===== src/rtl/sst_pkg.sv =====
// Save-state sequencer shared definitions.
// Holds the FSM state encoding, the fixed mapper addresses that the
// readback decoders also rely on, and the stream length helper.
package sst_pkg;

  // Address whose readback is the mapper index (stream header).
  localparam int unsigned SST_HDR_ADDR = 127;
  // Default last restorable register address.
  localparam int unsigned SST_LAST_DEF = 126;

  typedef enum logic [2:0] {
    ST_IDLE     = 3'd0,
    ST_RD_SET   = 3'd1,
    ST_RD_PUSH  = 3'd2,
    ST_HDR_PULL = 3'd3,
    ST_HDR_CHK  = 3'd4,
    ST_LD_PULL  = 3'd5,
    ST_LD_WR    = 3'd6,
    ST_FIN      = 3'd7
  } sst_st_t;

  // Header byte plus one byte per address 0..last_addr.
  function automatic int unsigned sst_stream_len(input int unsigned last_addr);
    return last_addr + 2;
  endfunction

endpackage


===== src/rtl/sst_if.sv =====
// Mapper save-state bus.
//   act    : bus active, freezes normal mapper register updates
//   addr   : register address
//   we_reg : register write request (committed by the mapper on m3)
//   dato   : write data
//   di     : mapper readback, combinational from addr
// master = sequencer side, slave = mapper side.
interface sst_if;
  logic       act;
  logic [7:0] addr;
  logic       we_reg;
  logic [7:0] dato;
  logic [7:0] di;

  modport master (output act, output addr, output we_reg, output dato, input di);
  modport slave  (input act, input addr, input we_reg, input dato, output di);
endinterface


===== src/rtl/sst_wr_gate.sv =====
// Write gate: holds a pending mapper write until the next m3 strobe.
//   clk, map_rst_n : clock, synchronous active-low reset
//   arm_i          : start a pending write (from the load FSM)
//   kill_i         : drop any pending write immediately (abort)
//   m3_i           : CPU-cycle strobe, the mapper commits on it
//   pend_o         : write request level, drives sst_we_reg
//   wr_done_o      : the clock on which the mapper commits
module sst_wr_gate (
  input  logic clk,
  input  logic map_rst_n,
  input  logic arm_i,
  input  logic kill_i,
  input  logic m3_i,
  output logic pend_o,
  output logic wr_done_o
);

  logic pend_q, pend_d;

  assign wr_done_o = pend_q & m3_i;
  assign pend_o    = pend_q;

  // Request drops on the clock after the committing m3, so it can never
  // span two m3 pulses.
  always_comb begin
    pend_d = pend_q;
    if (kill_i)         pend_d = 1'b0;
    else if (wr_done_o) pend_d = 1'b0;
    else if (arm_i)     pend_d = 1'b1;
  end

  always_ff @(posedge clk) begin
    if (!map_rst_n) pend_q <= 1'b0;
    else            pend_q <= pend_d;
  end

endmodule


===== src/rtl/sst_seq.sv =====
// Save-state sequencer: initiator of the mapper save-state bus.
// SAVE streams header + registers 0..SST_LAST out on so_*; LOAD takes the
// same format from li_*, checks the header against the mapper index and
// writes the registers back, one per m3 strobe.
//   clk, map_rst_n          : clock, synchronous active-low reset
//   m3                      : CPU-cycle strobe
//   cmd_save, cmd_load      : start pulses (save wins if both)
//   abort                   : cancel, sets err
//   busy, done, err         : status
//   so_dat/so_valid/so_ready: save stream out
//   li_dat/li_valid/li_ready: load stream in
//   sst                     : mapper save-state bus
//
// state    | meaning
// IDLE     | waiting for a command
// RD_SET   | address driven, waiting for readback to settle
// RD_PUSH  | byte offered on save stream
// HDR_PULL | waiting for load header byte
// HDR_CHK  | settle, then compare header with mapper index
// LD_PULL  | waiting for next load data byte
// LD_WR    | write pending until m3 commits it
// FIN      | one clock of wrap-up (done pulse on success)
module sst_seq
  import sst_pkg::*;
#(
  parameter int unsigned SST_LAST  = SST_LAST_DEF,
  parameter int unsigned HDR_ADDR  = SST_HDR_ADDR,
  parameter int unsigned RD_SETTLE = 1
) (
  input  logic       clk,
  input  logic       map_rst_n,
  input  logic       m3,
  input  logic       cmd_save,
  input  logic       cmd_load,
  input  logic       abort,
  output logic       busy,
  output logic       done,
  output logic       err,
  output logic [7:0] so_dat,
  output logic       so_valid,
  input  logic       so_ready,
  input  logic [7:0] li_dat,
  input  logic       li_valid,
  output logic       li_ready,
  sst_if.master      sst
);

  localparam logic [2:0] S_IDLE     = ST_IDLE;
  localparam logic [2:0] S_RD_SET   = ST_RD_SET;
  localparam logic [2:0] S_RD_PUSH  = ST_RD_PUSH;
  localparam logic [2:0] S_HDR_PULL = ST_HDR_PULL;
  localparam logic [2:0] S_HDR_CHK  = ST_HDR_CHK;
  localparam logic [2:0] S_LD_PULL  = ST_LD_PULL;
  localparam logic [2:0] S_LD_WR    = ST_LD_WR;
  localparam logic [2:0] S_FIN      = ST_FIN;

  localparam logic [7:0] A_HDR     = 8'(HDR_ADDR);
  localparam logic [7:0] A_LAST    = 8'(SST_LAST);
  localparam logic [1:0] SETTLE_LD = 2'(RD_SETTLE - 1);

  logic [2:0] state_q, state_d;
  logic [1:0] settle_q, settle_d;
  logic       busy_q, busy_d, done_q, done_d, err_q, err_d;
  logic       so_valid_q, so_valid_d, act_q, act_d;
  logic [7:0] so_dat_q, so_dat_d, addr_q, addr_d, dato_q, dato_d, hdr_q, hdr_d;
  logic       arm_wr, wr_pend, wr_done;

  sst_wr_gate u_wr_gate (
    .clk       (clk),
    .map_rst_n (map_rst_n),
    .arm_i     (arm_wr),
    .kill_i    (abort),
    .m3_i      (m3),
    .pend_o    (wr_pend),
    .wr_done_o (wr_done)
  );

  always_comb begin
    state_d    = state_q;
    settle_d   = settle_q;
    busy_d     = busy_q;
    done_d     = 1'b0;
    err_d      = err_q;
    so_valid_d = so_valid_q;
    so_dat_d   = so_dat_q;
    act_d      = act_q;
    addr_d     = addr_q;
    dato_d     = dato_q;
    hdr_d      = hdr_q;
    arm_wr     = 1'b0;
    if (abort) begin
      state_d    = S_IDLE;
      busy_d     = 1'b0;
      act_d      = 1'b0;
      so_valid_d = 1'b0;
      err_d      = 1'b1;
    end else begin
      case (state_q)
        S_IDLE: if (cmd_save || cmd_load) begin
          addr_d   = A_HDR;
          act_d    = 1'b1;
          busy_d   = 1'b1;
          err_d    = 1'b0;
          settle_d = SETTLE_LD;
          state_d  = cmd_save ? S_RD_SET : S_HDR_PULL;
        end
        S_RD_SET: begin
          if (settle_q == 2'd0) begin
            so_dat_d   = sst.di;
            so_valid_d = 1'b1;
            state_d    = S_RD_PUSH;
          end else begin
            settle_d = settle_q - 2'd1;
          end
        end
        S_RD_PUSH: if (so_ready) begin
          so_valid_d = 1'b0;
          settle_d   = SETTLE_LD;
          state_d    = S_RD_SET;
          // Header goes first, then the ascending sweep.
          if (addr_q == A_HDR) begin
            addr_d = 8'd0;
          end else if (addr_q == A_LAST) begin
            act_d   = 1'b0;
            busy_d  = 1'b0;
            done_d  = 1'b1;
            state_d = S_FIN;
          end else begin
            addr_d = addr_q + 8'd1;
          end
        end
        S_HDR_PULL: if (li_valid) begin
          hdr_d    = li_dat;
          settle_d = SETTLE_LD;
          state_d  = S_HDR_CHK;
        end
        S_HDR_CHK: begin
          if (settle_q != 2'd0) begin
            settle_d = settle_q - 2'd1;
          end else if (hdr_q != sst.di) begin
            err_d   = 1'b1;
            act_d   = 1'b0;
            busy_d  = 1'b0;
            state_d = S_FIN;
          end else begin
            addr_d  = 8'd0;
            state_d = S_LD_PULL;
          end
        end
        S_LD_PULL: if (li_valid) begin
          dato_d  = li_dat;
          arm_wr  = 1'b1;
          state_d = S_LD_WR;
        end
        S_LD_WR: if (wr_done) begin
          if (addr_q == A_LAST) begin
            act_d   = 1'b0;
            busy_d  = 1'b0;
            done_d  = 1'b1;
            state_d = S_FIN;
          end else begin
            addr_d  = addr_q + 8'd1;
            state_d = S_LD_PULL;
          end
        end
        S_FIN:   state_d = S_IDLE;
        default: state_d = S_IDLE;
      endcase
    end
  end

  always_ff @(posedge clk) begin
    if (!map_rst_n) begin
      state_q    <= S_IDLE;
      settle_q   <= 2'd0;
      busy_q     <= 1'b0;
      done_q     <= 1'b0;
      err_q      <= 1'b0;
      so_valid_q <= 1'b0;
      so_dat_q   <= 8'd0;
      act_q      <= 1'b0;
      addr_q     <= 8'd0;
      dato_q     <= 8'd0;
      hdr_q      <= 8'd0;
    end else begin
      state_q    <= state_d;
      settle_q   <= settle_d;
      busy_q     <= busy_d;
      done_q     <= done_d;
      err_q      <= err_d;
      so_valid_q <= so_valid_d;
      so_dat_q   <= so_dat_d;
      act_q      <= act_d;
      addr_q     <= addr_d;
      dato_q     <= dato_d;
      hdr_q      <= hdr_d;
    end
  end

  assign busy       = busy_q;
  assign done       = done_q;
  assign err        = err_q;
  assign so_valid   = so_valid_q;
  assign so_dat     = so_dat_q;
  assign li_ready   = (state_q == S_HDR_PULL) || (state_q == S_LD_PULL);
  assign sst.act    = act_q;
  assign sst.addr   = addr_q;
  assign sst.we_reg = wr_pend;
  assign sst.dato   = dato_q;

endmodule


===== src/flat_wrapper.sv =====
// flat-port wrapper written by rule: the top's interface ports become plain ports
module sst_seq_flat import sst_pkg::*;
#(
  parameter int unsigned SST_LAST  = SST_LAST_DEF,
  parameter int unsigned HDR_ADDR  = SST_HDR_ADDR,
  parameter int unsigned RD_SETTLE = 1
)
  (clk, map_rst_n, m3, cmd_save, cmd_load, abort, busy, done, err, so_dat, so_valid, so_ready, li_dat, li_valid, li_ready, sst_act, sst_addr, sst_we_reg, sst_dato, sst_di);
  sst_if sst_i ();
  input  logic clk;
  input  logic map_rst_n;
  input  logic m3;
  input  logic cmd_save;
  input  logic cmd_load;
  input  logic abort;
  output logic busy;
  output logic done;
  output logic err;
  output logic [7:0] so_dat;
  output logic so_valid;
  input  logic so_ready;
  input  logic [7:0] li_dat;
  input  logic li_valid;
  output logic li_ready;
  output wire logic [$bits(sst_i.act)-1:0] sst_act;
  output wire logic [$bits(sst_i.addr)-1:0] sst_addr;
  output wire logic [$bits(sst_i.we_reg)-1:0] sst_we_reg;
  output wire logic [$bits(sst_i.dato)-1:0] sst_dato;
  input wire logic [$bits(sst_i.di)-1:0] sst_di;
  assign sst_act = sst_i.act;
  assign sst_addr = sst_i.addr;
  assign sst_we_reg = sst_i.we_reg;
  assign sst_dato = sst_i.dato;
  assign sst_i.di = sst_di;
  sst_seq #(.SST_LAST(SST_LAST), .HDR_ADDR(HDR_ADDR), .RD_SETTLE(RD_SETTLE)) u_core (.clk(clk), .map_rst_n(map_rst_n), .m3(m3), .cmd_save(cmd_save), .cmd_load(cmd_load), .abort(abort), .busy(busy), .done(done), .err(err), .so_dat(so_dat), .so_valid(so_valid), .so_ready(so_ready), .li_dat(li_dat), .li_valid(li_valid), .li_ready(li_ready), .sst(sst_i));
endmodule

===== config.mk =====
export PLATFORM = sky130hd
export DESIGN_NAME = sst_seq_flat
export DESIGN_NICKNAME = d
export VERILOG_FILES = /design/src/rtl/sst_pkg.sv /design/src/rtl/sst_if.sv /design/src/rtl/sst_wr_gate.sv /design/src/rtl/sst_seq.sv /design/src/flat_wrapper.sv
export SDC_FILE = /design/constraint.sdc
export NUM_CORES = 1
export LEC_CHECK = 0
export CAP_MARGIN = 20
export CORE_MARGIN = 5
export CORE_UTILIZATION = 49
export DETAILED_ROUTE_END_ITERATION = 6
export GPL_TIMING_DRIVEN = 0
export PLACE_DENSITY = 0.79
export SYNTH_ARGS = -nofsm -noshare
export SYNTH_HDL_FRONTEND = slang
export SYNTH_HIERARCHICAL = 1
export SYNTH_SLANG_ARGS = --single-unit

===== constraint.sdc =====
create_clock -name clk -period 2.2 [get_ports clk]
set_clock_uncertainty 0.15 [all_clocks]
set_input_delay 0.33 -clock clk [delete_from_list [all_inputs] [get_ports clk]]
set_output_delay 0.33 -clock clk [all_outputs]
set_load 0.03 [all_outputs]

* Word level (Yosys, flattened, before mapping)
Index checks and enable logic that the tools add are counted.
** Storage, ports and cells
- Bits in latches :: 0
- Output and inout bits :: 31
- Bits in writable memories :: 0
- Flip-flop bits (word level) :: 43
- Input port bits :: 24
- Logic and storage cells :: 118
- Memories kept :: 0
- Bits in read-only memories :: 0
** Cells by class
- Add/subtract/negate cells :: 2
- Muxes and demuxes :: 56
- Reductions and logical operators :: 20
- Order comparisons :: 0
- Multiply operators :: 0
- Equality and inequality tests :: 25
- Bitwise gates (word level) :: 3
- Divide/modulo/power cells :: 0
- Shifts and indexed selects :: 0
** Operator list (count)
- two-way mux 8 bit :: 7
- case mux 8 bit (4 select lines) :: 1
- AND reduction 7 bit :: 4
- two-way mux 3 bit :: 9
- two-way mux 1 bit :: 24
- case mux 3 bit (8 select lines) :: 1
- == test 8 x 7 -> 1 bit, second input constant :: 2
- two-way mux 2 bit :: 8
- inequality test 2 bit, second input constant :: 8
- == test 3 bit, second input constant :: 4
- AND reduction 3 bit :: 4
- case mux 2 bit (5 select lines) :: 1
- adder 8 x 1 -> 8 bit, second input constant :: 1
- inequality test 2 x 1 -> 1 bit, second input constant :: 4
- inequality test 8 bit :: 1
- case mux 1 bit (4 select lines) :: 2
- == test 3 x 2 -> 1 bit, second input constant :: 2
- inequality test 3 x 2 -> 1 bit, second input constant :: 2
- case mux 1 bit (2 select lines) :: 3
- nonzero test 5 bit :: 1
- AND reduction 4 bit :: 1
- nonzero test 2 bit :: 2
- nonzero test 4 bit :: 1
- == test 3 x 1 -> 1 bit, second input constant :: 1
- other kinds (10) :: 12

* Depth between registers and ports, before layout
Gate-level depths: netlist of run 1.
- Word-level depth :: 5
- Mapped depth :: 10
- Gate-level depth less buffers :: 8

* By module
Netlist of run 1, hierarchy kept.
** Modules (own cells, without submodules)
- sst_seq :: area each 2149.6 sq um, times used 1, cells each 260, seq. area each 820.8 sq um
- sst_wr_gate :: area each 47.5 sq um, times used 1, cells each 4, seq. area each 20.0 sq um

* Worst setup path before layout of run 1
OpenSTA, ideal clock, no wires.
- Path type :: register -> register
- Start point :: register u_core.addr_q[0] (netlist: u_core/sst.addr[0])
- End point :: register u_core.addr_q[3] (netlist: u_core/sst.addr[3])
- Arrival :: 1.798 ns
- Stages on the path, launching flop included :: 10
- Period minus slack after synthesis :: 2.071 ns
- Setup time :: 0.123 ns
- Data required time :: 1.927 ns
- Slack :: 0.129 ns
- Buffers on the path :: 1
- Path through :: dfxtp_1 inv_1 ha_1 nand3_1 or2_0 clkbuf_1 nand2_1 a31o_2 a21oi_1 a21oi_1
** Between the ends
- Word-level cells in the longest chain between the ends :: 5
- Elaborated cells on any way between the ends :: 8
- Classes of those cells :: add/sub: 1; eq/ne: 2; mux: 5
** RTL lines
- start, declared :: line sst_seq.sv:65 : logic [7:0] so_dat_q, so_dat_d, addr_q, addr_d, dato_q, dato_d, hdr_q, hdr_d;
- start signal, assigned :: line sst_seq.sv:194 : addr_q <= addr_d;
- adder 8 x 1 -> 8 bit or == test 8 x 7 -> 1 bit (tied branches)
- two-way mux 8 bit :: line sst_seq.sv:123, sst_seq.sv:156
- two-way mux 8 bit :: line sst_seq.sv:121 : if (addr_q == A_HDR) begin
- two-way mux 8 bit :: line sst_seq.sv:116 : S_RD_PUSH: if (so_ready) begin
- case mux 8 bit (4 select lines) * :: line sst_seq.sv:98 : case (state_q)
Mark *: on every way between the ends. The rest lies on a longest branch, timed or not. The select of a mux whose other input is x is not followed.
A chain may end at the register's enable or synchronous reset.

* Worst setup path after layout of run 1
- Start point :: input sst_di[5]
- End point :: register u_core.addr_q[6] (netlist: u_core/sst.addr[6])
** Between the ends
- Word-level cells in the longest chain between the ends :: 3
** RTL lines
- start, declared :: line flat_wrapper.sv:29 : input wire logic [$bits(sst_i.di)-1:0] sst_di;
- inequality test 8 bit :: line sst_seq.sv:140 : end else if (hdr_q != sst.di) begin
- inequality test 2 bit (no line)
- AND reduction 7 bit (no line)
Every way passes these cells.

==> impl_metrics.tcl, run 1 <==
set metrics [dict create \
    outcome "completed" \
    hp-start "u_core/sst.dato[5]" \
    die_y_um 77.0 \
    ys.flop_type "dfxtp_1" \
    crit_type "in2reg" \
    routed_wl_mm 5.55 \
    worstHoldPathType "reg2reg" \
    async_flop_share_pct 0 \
    final_common_cell "clkdlybuf4s50_1" \
    cts-buffers-inserted 5 \
    critPathMaxFanout 5 \
    seq_area_frac_synth_pct 38.3 \
    whs_endpoint "u_core/sst.dato[5]" \
    grt_pass1_wl_mm 9.30 \
    dp_slack_ps -289 \
    first_global_vias 2000 \
    setup_slack_ps 93.9 \
    synth_edf_count 0 \
    cts_root_buf "clkbuf_8" \
    arrival_ps 2130 \
    final_area_um2 2950 \
    drt_pass1_iterations 4 \
    setup.worst_path.start_class "input pin" \
    syn_area_um2 2200 \
    period_needed_ps 2110 \
    fmax_mhz 475 \
    clkLatencyLatePin_ps 290 \
    rr_startpoint "u_core/sst.addr[0]" \
    rsz0062_at_grt "no" \
    drive_above_1_share_pct 9.48 \
    syn_avg_cell_area_um2 8.32 \
    p_leak_nw 1.14 \
    clk_pin_slew_ps 80 \
    yosys_warnings 6 \
    grt_use_total_pct 19.0 \
    start_util_pct 50.5 \
    max-slew-margin-rel_pct 52.3 \
    p_sw_w 0.000525 \
    p_clk_share_pct 33.5 \
    fin_crit_sh_pct 95.7 \
    hold_slack_ps 310 \
    port_buffers 54 \
    intPower_w 0.00133 \
    critPathRequiredTime_ps 2230 \
    tritoncts "yes" \
    slew_viol_final 0 \
    final_util_pct 67.7 \
    die_x_um 77.0 \
    nFillCells 386 \
    clockBufferDepth 2 \
    hold_violations 0 \
    seqPwrFrac_pct 44.7 \
    final_cell_count_no_fill 379 \
    clkSinkCount 42 \
    io_pins 55 \
    syn-instance-count 264 \
    synth.distinct_cells 48 \
    drc 0 \
    htree_levels 2 \
    antenna_found_initial 0 \
    combPwrFrac_pct 21.8 \
    critPathLaunch "sst_di[5]" \
    tightest_slew_ps 710 \
    via_per_inst 5.46 \
    drt_iter0_markers 209 \
    place_inst 370 \
    antenna_left 0 \
    syn_nets 291 \
    endpoint_kind "register" \
    wire_per_inst_um 14.7 \
    dpl.hpwl_mm 4.11 \
    diodes 0 \
    syn2layout_area_growth_pct 34.1 \
    switching_share_pct 28.2 \
    grt_max_degree 13 \
    r2r_cells 9 \
    r2r_slack_ps 120 \
    min_path_cells 2 \
    maxCapViolations 0 \
    routabilityCongestion 0.873 \
    nNetsFinal 354 \
    core_um2 4350 \
    power_density_nw_per_um2 631 \
    finalSetupViolCount 0 \
    via_count 2068 \
    overflow 0 \
    final_cell_mix "clkdlybuf4s50_1, nor2_1, dfxtp_1, nand2_1" \
    dieArea_um2 5920 \
    ys_ff_latch 42 \
    place_area_um2 2800 \
    num_rows 24 \
    ir_drop_v 0.000401 \
    r2r-end "u_core/state_q[2]" \
]
[worst max-delay path by stage]
stage / to / slack (ps) / cells after the start
finish: u_core/sst.addr[6] / 90 / 7
CTS: u_core/u_wr_gate/pend_o / 20 / 6
floorplan: u_core/sst.addr[3] / 130 / 9
detailed placement: u_core/u_wr_gate/pend_o / -290 / 6
global route: u_core/sst.addr[3] / 2 / 9
global placement: u_core/u_wr_gate/pend_o / -280 / 6
[worst max-delay path: stages]
cell             delay (ps)
clkdlybuf4s50_1         470
xor2_1                  190
nor4_2                  280
nand2_2                 140
a211oi_4                320
nand2b_1                280
o211ai_1                110
[power groups by stage]
stage	clock (W)	sequential, W	combinational [W]
global placement	0	0.000847	0.000393
detailed placement	0	0.000848	0.000400
CTS	0.000639	0.000830	0.000401
floorplan	0	0.000901	0.000187
global route	0.000671	0.000837	0.000437
finish	0.000624	0.000830	0.000405
[state kept, by name, indices dropped and copies added, names as in the netlist]
signal,count
u_core/so_valid,1
u_core/done,1
u_core/u_wr_gate/pend_o,1
u_core/hdr_q,8
u_core/so_dat,8
u_core/err,1
u_core/state_q,3
u_core/settle_q,2
u_core/sst.addr,8
u_core/sst.dato,8
u_core/busy,1
[synthesized netlist by cell type, types with 2 or more instances]
master | instances | share of area [%]
buf_4 | 2 | 0.68
o21ai_0 | 3 | 0.68
nor2_1 | 46 | 7.9
a21o_1 | 2 | 0.68
ha_1 | 3 | 1.7
nor4_2 | 2 | 1.1
nand3_1 | 8 | 1.8
nand2b_1 | 4 | 1.1
xor2_1 | 10 | 4.0
a2111oi_0 | 2 | 0.80
nand4b_1 | 3 | 1.2
dfxtp_1 | 42 | 38
a211oi_1 | 3 | 1.0
nor3_1 | 6 | 1.4
buf_2 | 4 | 0.91
mux2i_1 | 19 | 8.7
buf_6 | 2 | 1.0
o32ai_1 | 2 | 0.80
nand2_1 | 27 | 4.6
o211ai_1 | 10 | 3.4
a21oi_1 | 19 | 4.3
inv_1 | 12 | 2.0
clkbuf_1 | 5 | 0.85
o21a_1 | 2 | 0.68
a31oi_1 | 3 | 0.85
[per-stage QoR]
step | total power (W) | setup TNS [ps]
global placement | 0.00124 | -3580
CTS | 0.00187 | 0
detailed placement | 0.00125 | -3890
finish | 0.00186 | 0
global route | 0.00195 | 0
floorplan | 0.00109 | 0
[metal layers]
layer / GRT usage [%] / wire, µm / vias to the layer above
li1: - / - / 1044
met1: 23.2 / 2350 / 942
met2: 31.1 / 2600 / 71
met3: 6.21 / 495 / 11
met4: 6.64 / 108 / 0
met5: 0 / 0 / -
[layout make-up]
cell class / count / area (µm²) / area share, %
multi-input cells: 194 / 1240 / 42.0
inverters: 14 / 56.3 / 1.91
clock inverters: 1 / 30.0 / 1.02
repair buffers: 56 / 554 / 18.8
flip-flops and latches: 42 / 841 / 28.5
plain buffers: 14 / 80.1 / 2.72
clock buffers: 6 / 82.6 / 2.80
well taps: 52 / 65.1 / 2.21
[logic make-up after synthesis]
group	Yosys count	share of synthesized area (%)
AOI/OAI and AO/OA	56	17.9
xor gates and xnor gates	10	3.99
adders and majority gates	3	1.71
buffers and inverters	28	6.04
DFF	42	38.3
muxes	19	8.66
and+or+nand+nor	106	23.4
[what timing repair did]
item	in CTS	in global routing
setup buffers	0	2
resized for setup	1	3
gates cloned	0	0
setup endpoints to repair	1	13
pin swaps	0	1
hold buffers	0	0
No activity file was read; power rests on OpenSTA's default activity.
==> run 2: changes to the inputs <==
CTS_CLUSTER_SIZE = 28   (was unset)
SLEW_MARGIN = 0   (was unset)
==> results of run 2 <==
Same layout as run 1: the final DEF is identical, and so are final timing and power.
